### src/rtl/gated_d_shift_reg_pkg.sv
// Shared definitions for the gated D shift register and its stage cell.
package gated_d_shift_reg_pkg;

   // Operating mode encodings applied on every gated rising edge.
   localparam logic [1:0] MODE_HOLD  = 2'b00;
   localparam logic [1:0] MODE_SHIFT = 2'b01;
   localparam logic [1:0] MODE_LOAD  = 2'b10;
   localparam logic [1:0] MODE_CLEAR = 2'b11;

endpackage : gated_d_shift_reg_pkg

### src/rtl/gated_d_shift_reg_stage.sv
// One WIDTH-bit pipeline stage: async-reset flop, gate-qualified update and a
// next-value mux selecting shift-in, parallel load, clear or hold.
module gated_d_stage
   import gated_d_shift_reg_pkg::*;
#(
   parameter int WIDTH = 1
) (
   input  logic             clk,
   input  logic             rst_n,
   input  logic             g,
   input  logic [1:0]       mode,
   input  logic [WIDTH-1:0] shift_in,
   input  logic [WIDTH-1:0] load_in,
   output logic [WIDTH-1:0] q
);

   logic [WIDTH-1:0] q_next;

   // Select the value this stage takes on the next gated edge.
   always_comb begin
      // NOTE: default first so every path assigns q_next; no latch is inferred.
      q_next = q;
      case (mode)
         MODE_SHIFT: q_next = shift_in;
         MODE_LOAD:  q_next = load_in;
         MODE_CLEAR: q_next = '0;
         default:    q_next = q;
      endcase
   end

   // Stage register: async clear, updates only while the gate is open.
   always_ff @(posedge clk or negedge rst_n) begin
      if (!rst_n) begin
         // NOTE: every stage is a plain flop, so all of them are reset; there is no
         // RAM here whose contents would be left unreset.
         q <= '0;
      end else if (g) begin
         // NOTE: non-blocking so all stages sample their neighbours' old values.
         q <= q_next;
      end
   end

endmodule : gated_d_stage

### src/rtl/gated_d_shift_reg.sv
// DEPTH-stage, WIDTH-bit gated register pipeline with shift/load/hold/clear,
// true/complement outputs from the last stage and a saturating fill count.
module gated_d_shift_reg
   import gated_d_shift_reg_pkg::*;
#(
   parameter  int WIDTH = 1,
   parameter  int DEPTH = 4,
   localparam int CW    = $clog2(DEPTH + 1)
) (
   input  logic                   clk,
   input  logic                   rst_n,
   input  logic                   g,
   input  logic [1:0]             mode,
   input  logic [WIDTH-1:0]       d,
   input  logic [DEPTH*WIDTH-1:0] pd,
   output logic [WIDTH-1:0]       q,
   output logic [WIDTH-1:0]       qn,
   output logic [DEPTH*WIDTH-1:0] pq,
   output logic [CW-1:0]          count,
   output logic                   full,
   output logic                   empty
);

   localparam logic [CW-1:0] DEPTH_C = CW'(DEPTH);

   logic [WIDTH-1:0] stage [DEPTH];
   logic [CW-1:0]    count_next;

   // Stage 0 shifts in d; every later stage shifts in its predecessor.
   for (genvar i = 0; i < DEPTH; i++) begin : g_stage
      logic [WIDTH-1:0] shift_src;

      if (i == 0) begin : g_first
         assign shift_src = d;
      end else begin : g_rest
         assign shift_src = stage[i-1];
      end

      gated_d_stage #(
         .WIDTH (WIDTH)
      ) u_stage (
         .clk      (clk),
         .rst_n    (rst_n),
         .g        (g),
         .mode     (mode),
         .shift_in (shift_src),
         .load_in  (pd[i*WIDTH +: WIDTH]),
         .q        (stage[i])
      );

      assign pq[i*WIDTH +: WIDTH] = stage[i];
   end

   assign q  = stage[DEPTH-1];
   assign qn = ~stage[DEPTH-1];

   // Fill count: shift adds one up to DEPTH, load fills, clear empties.
   always_comb begin
      count_next = count;
      case (mode)
         MODE_SHIFT: count_next = (count == DEPTH_C) ? DEPTH_C : count + 1'b1;
         MODE_LOAD:  count_next = DEPTH_C;
         MODE_CLEAR: count_next = '0;
         default:    count_next = count;
      endcase
   end

   // Fill count register, frozen with the stages while the gate is closed.
   always_ff @(posedge clk or negedge rst_n) begin
      if (!rst_n) begin
         count <= '0;
      end else if (g) begin
         count <= count_next;
      end
   end

   assign full  = (count == DEPTH_C);
   assign empty = (count == '0);

endmodule : gated_d_shift_reg

### config.mk
export PLATFORM = sky130hd
export DESIGN_NAME = gated_d_shift_reg
export DESIGN_NICKNAME = d
export VERILOG_FILES = /design/src/rtl/gated_d_shift_reg_pkg.sv /design/src/rtl/gated_d_shift_reg_stage.sv /design/src/rtl/gated_d_shift_reg.sv
export SDC_FILE = /design/constraint.sdc
export NUM_CORES = 1
export LEC_CHECK = 0
export BUFFER_PORTS_ARGS = -buffer_cell sky130_fd_sc_hd__clkbuf_2
export CELL_PAD_IN_SITES_DETAIL_PLACEMENT = 0
export CELL_PAD_IN_SITES_GLOBAL_PLACEMENT = 1
export CORE_MARGIN = 1
export CORE_UTILIZATION = 30
export DETAILED_ROUTE_END_ITERATION = 12
export PLACE_DENSITY = 0.73
export SLEW_MARGIN = 10
export SYNTH_ARGS = -nofsm -noshare
export SYNTH_HDL_FRONTEND = slang
export SYNTH_SLANG_ARGS = --single-unit
### constraint.sdc
create_clock -name clk -period 1.6 [get_ports clk]
set_input_delay 0.32 -clock clk [delete_from_list [all_inputs] [get_ports clk]]
set_output_delay 0.32 -clock clk [all_outputs]
set_load 0.02 [all_outputs]
# --- Yosys cells after proc, flatten, opt, wreduce, memory -nomap -nowiden ---
# Index checks and enable logic that the tools add are counted.
classes:
  addsub: 1
  reduce_logical: 3
  n_bitwise: 1
  mux: 6
  eq_ne: 4
op_table:
  columns: ["operator", "n"]
  rows:
  - ["$pmux 1 s3", 4]
  - ["$pmux 3 s3", 1]
  - ["$eq 2x2->1 const B", 2]
  - ["$add 3x1->3 const B", 1]
  - ["$eq 3x3->1 const B", 1]
  - ["$logic_not 3->1", 1]
  - ["$mux 3", 1]
  - ["$reduce_bool 3->1", 1]
  - ["$eq 2x1->1 const B", 1]
  - ["$reduce_and 2->1", 1]
  - ["$not 1->1", 1]
totals:
  input_bits: 10
  elab_cells: 20
  output_inout_bits: 11
  regBits: 7

# --- Depth between registers and ports, before layout ---
depth:
  word_depth: 3
  mapped_depth: 5
  ltp_nobuf: 5

# --- Hierarchy ---
# From an unflattened synthesis, not the netlist that was laid out.
hier_totals:
  hier_cells: 51
  area_unflattened_um2: 460.4
by_module_without_submodules:
  columns: ["mod", "n_inst", "seq_area_each_um2", "area_each_um2", "cells_each"]
  rows:
  - ["gated_d_stage", 4, 25.0, 58.8, 6]
  - ["gated_d_shift_reg", 1, 75.1, 225.2, 27]

# --- Worst setup path before layout ---
# OpenSTA, ideal clock, no wires.
synth_path:
  kind: "register to register"
  start: "register count[0]"
  end: "register count[0]"
  required_time_ns: 1.534
  arrival_time_ns: 1.356
  slack_ns: 0.178
  stages_incl_launch_ff: 6
  period_less_slack_ns: 1.422
  path_buffers: 0
  path_cell_list: "dfrtp_1 > inv_1 > ha_1 > and2_1 > nor3_1 > mux2_2"
synth_between:
  elab_chain_cells: 3
  word_cells_on_any_way: 4
  cone_classes: "add/sub (1); eq/ne (1); mux (2)"
synth_lines:
  columns: ["element", "line_no", "rtl"]
  rows:
  - ["start: declaration", "gated_d_shift_reg.sv:19", "output logic [CW-1:0] count,"]
  - ["start signal: assignment", "gated_d_shift_reg.sv:73", "count <= count_next;"]
  - ["$eq 3x3->1", null, null]
  - ["net full", "gated_d_shift_reg.sv:20", "output logic full,"]
  - ["$mux 3", "gated_d_shift_reg.sv:61", "MODE_SHIFT: count_next = (count == DEPTH_C) ? DEPTH_C : count + 1'b1;"]
  - ["$pmux 3 s3", "gated_d_shift_reg.sv:60", "case (mode)"]
# The timed path passes the listed nets, and every way through them passes these cells.
# A chain may end at the register's enable or synchronous reset.

# --- Worst setup path in the final report ---
layout_path:
  start: "register count[0]"
  end: "output full"
layout_between:
  elab_chain_cells: 1
layout_lines:
  columns: ["element", "line_no", "rtl"]
  rows:
  - ["$eq 3x3->1", "gated_d_shift_reg.sv:77", "assign full = (count == DEPTH_C);"]
  - ["end: declaration", "gated_d_shift_reg.sv:20", null]
# Every way passes these cells.

==> qor.yml <==
status: "complete, no violations"
fin_setup_tns_ns: 0
row_count: 13
grt_overflow: 0
post-dp-hpwl_um: 667
fin_worst_skew_ns: 0.00412
ys_ff_latch: 7
cp_data_arrival_time_ns: 1.20
ir_worst_vdd_uv: 471
antenna_found_initial: 0
slew_headroom: 0.780
clockBufferDepth: 2
path_class: "reg -> out"
fillers: 132
die_w_um: 39.7
ys_types: 21
multiInputGateArea_sq_um: 196
seq_power_share: 0.389
first_iter_violations: 9
end_kind: "output port"
swShare: 0.343
p_int_mw: 0.365
final_nets: 76
wirelength_um: 866
slew_violations: 0
insertion_delay_ns: 0.25
worstPathRequired_ns: 1.28
wl_per_cell_um: 11.1
io_buffers: 20
vias: 364
h-tree-depth: 1
tightestPinTransition_ns: 0.327
yosys_warnings: 0
hold_path.class: "in -> reg"
cts_root_buf: "clkbuf_4"
area_growth_syn_to_layout_pct: 30.0
pwr-share-comb: 0.312
grt_pass1_wl_um: 1240
powerDensity_nw_per_um2: 1000
globalplace.congestion: 0.701
synth_nets: 54
fp.dieH_um: 39.7
cp_max_fo: 3
core_area_sq_um: 1320
maxCapViolCount: 0
seq_area_sq_um: 175
drive_above_1_share: 0.429
netlist_area_sq_um: 425
numCtsBuffers: 3
max_freq_mhz: 659
antenna_left: 0
finalHoldViolCount: 0
p_clk_frac: 0.299
clock-sinks: 7
grt_max_degree: 10
die_area_sq_um: 1570
initial_core_util: 0.323
p_sw_mw: 0.191
path_clk_slew_ns: 0.06
synth_top_area_frac: 0.412
grt_usage: 0.121
ys_seq_area_frac: 0.412
yosysTopAreaCell: "dfrtp_1"
holdWs_ns: 0.301
diodes: 0
rsz0062_at_grt: "false"
fin_crit_ns: 1.52
syn_avg_cell_area_sq_um: 10.1
route.detailed.drc: 0
dr.pass1.iters: 4
report.final.setup_viol: 0
start_kind: "flip-flop"
leakagePower_nw: 0.294
finalCritPeriodShare: 0.949
synth_area_leaders: "dfrtp_1 41%, a22o_1 14%, buf_4 7.1%, ha_1 5.9%, inv_1 4.4%"
grt_pass1_vias: 278
final_cell_area_sq_um: 553
pin_count: 21
final_cell_mix: "20 x clkbuf_2, 7 x a22o_1, 7 x dfrtp_1, 5 x inv_1, 3 x clkbuf_4"
via_per_inst: 4.67
p_total_mw: 0.555
netlist_instances: 42
cts_tree: "yes"
layout.cells.most_common: "clkbuf_2"
place_area_sq_um: 517
## state kept, by name (all words and copies together) (netlist names)
signal,cells
count,3
g_stage.u_stage.q,4
## stage by stage
step / instances / setup slack [ns] / util
2_1_floorplan: 42 / 0.178 / -
3_3_place_gp: 73 / 0.364 / 0.392
3_5_place_dp: 73 / 0.311 / 0.392
4_1_cts: 78 / 0.0655 / 0.420
5_1_grt: 78 / 0.0110 / 0.420
6_report: 78 / 0.0818 / 0.420
## synth_stat cells
cell type / n
a22o_1: 7
dfrtp_1: 7
inv_1: 5
buf_4: 4
ha_1: 2
nand3_1: 2
a21oi_1: 1
a31oi_1: 1
and2_1: 1
buf_2: 1
mux2_2: 1
nand2_1: 1
nor2_1: 1
nor2b_1: 1
nor2b_2: 1
nor2b_4: 1
nor3_1: 1
o21a_1: 1
o21ai_0: 1
o221ai_1: 1
o22a_1: 1
## power groups by stage
stage,clock [mW],sequential [mW],combinational (mW)
detailed placement,0,0.220,0.173
global placement,0,0.219,0.172
floorplan,0,0.231,0.113
global route,0.177,0.220,0.191
CTS,0.170,0.216,0.175
finish,0.166,0.216,0.173
## worst paths after layout
check | slack, ns | startpoint | cells past startpoint | end
setup / recovery | 0.08 | count[0] | 4 | full
hold / removal | 0.30 | pd[2] | 3 | g_stage[2].u_stage.q
setup reg to reg | 0.33 | count[0] | 5 | count[0]
hold reg to reg | 0.52 | g_stage[0].u_stage.q | 1 | g_stage[0].u_stage.q
max in group asynchronous | 0.96 | rst_n | 2 | count[2]
min in group asynchronous | 0.46 | rst_n | 2 | g_stage[2].u_stage.q
## layout make-up
cell class	instances	share of cell area
inverter	5	0.0339
clock buffer	4	0.0475
tap	15	0.0339
sequential	7	0.317
multi-input combinational	25	0.355
timing repair buffer	22	0.213
## critical path, stage by stage, from the launching register on
cell      delay, ns
dfrtp_1        0.36
inv_1          0.07
ha_1           0.20
and2_1         0.16
clkbuf_2       0.15
## what timing repair did
action,CTS,global route
endpoints found under the hold margin,7,0
resized for setup,0,0
buffers inserted,0,0
hold buffers,1,0
## logic make-up (layout without fill, tap and decap cells)
family          Yosys count  count (layout)  synth area share
fa+ha+maj                 2               2            0.0588
flops                     7               7             0.412
compound gates           13              13             0.241
mux                       1               1            0.0265
buf+inv                  10              31             0.126
simple gates              9               9             0.135
## per-layer routing
layer / track usage / vias up / routed length, um
li1: - / 189 / -
met1: 0.167 / 163 / 428
met2: 0.172 / 12 / 389
met3: 0.0341 / 0 / 48
met4: 0.0517 / 0 / 0
met5: 0 / - / 0
Power figures use the tool's default switching activity.
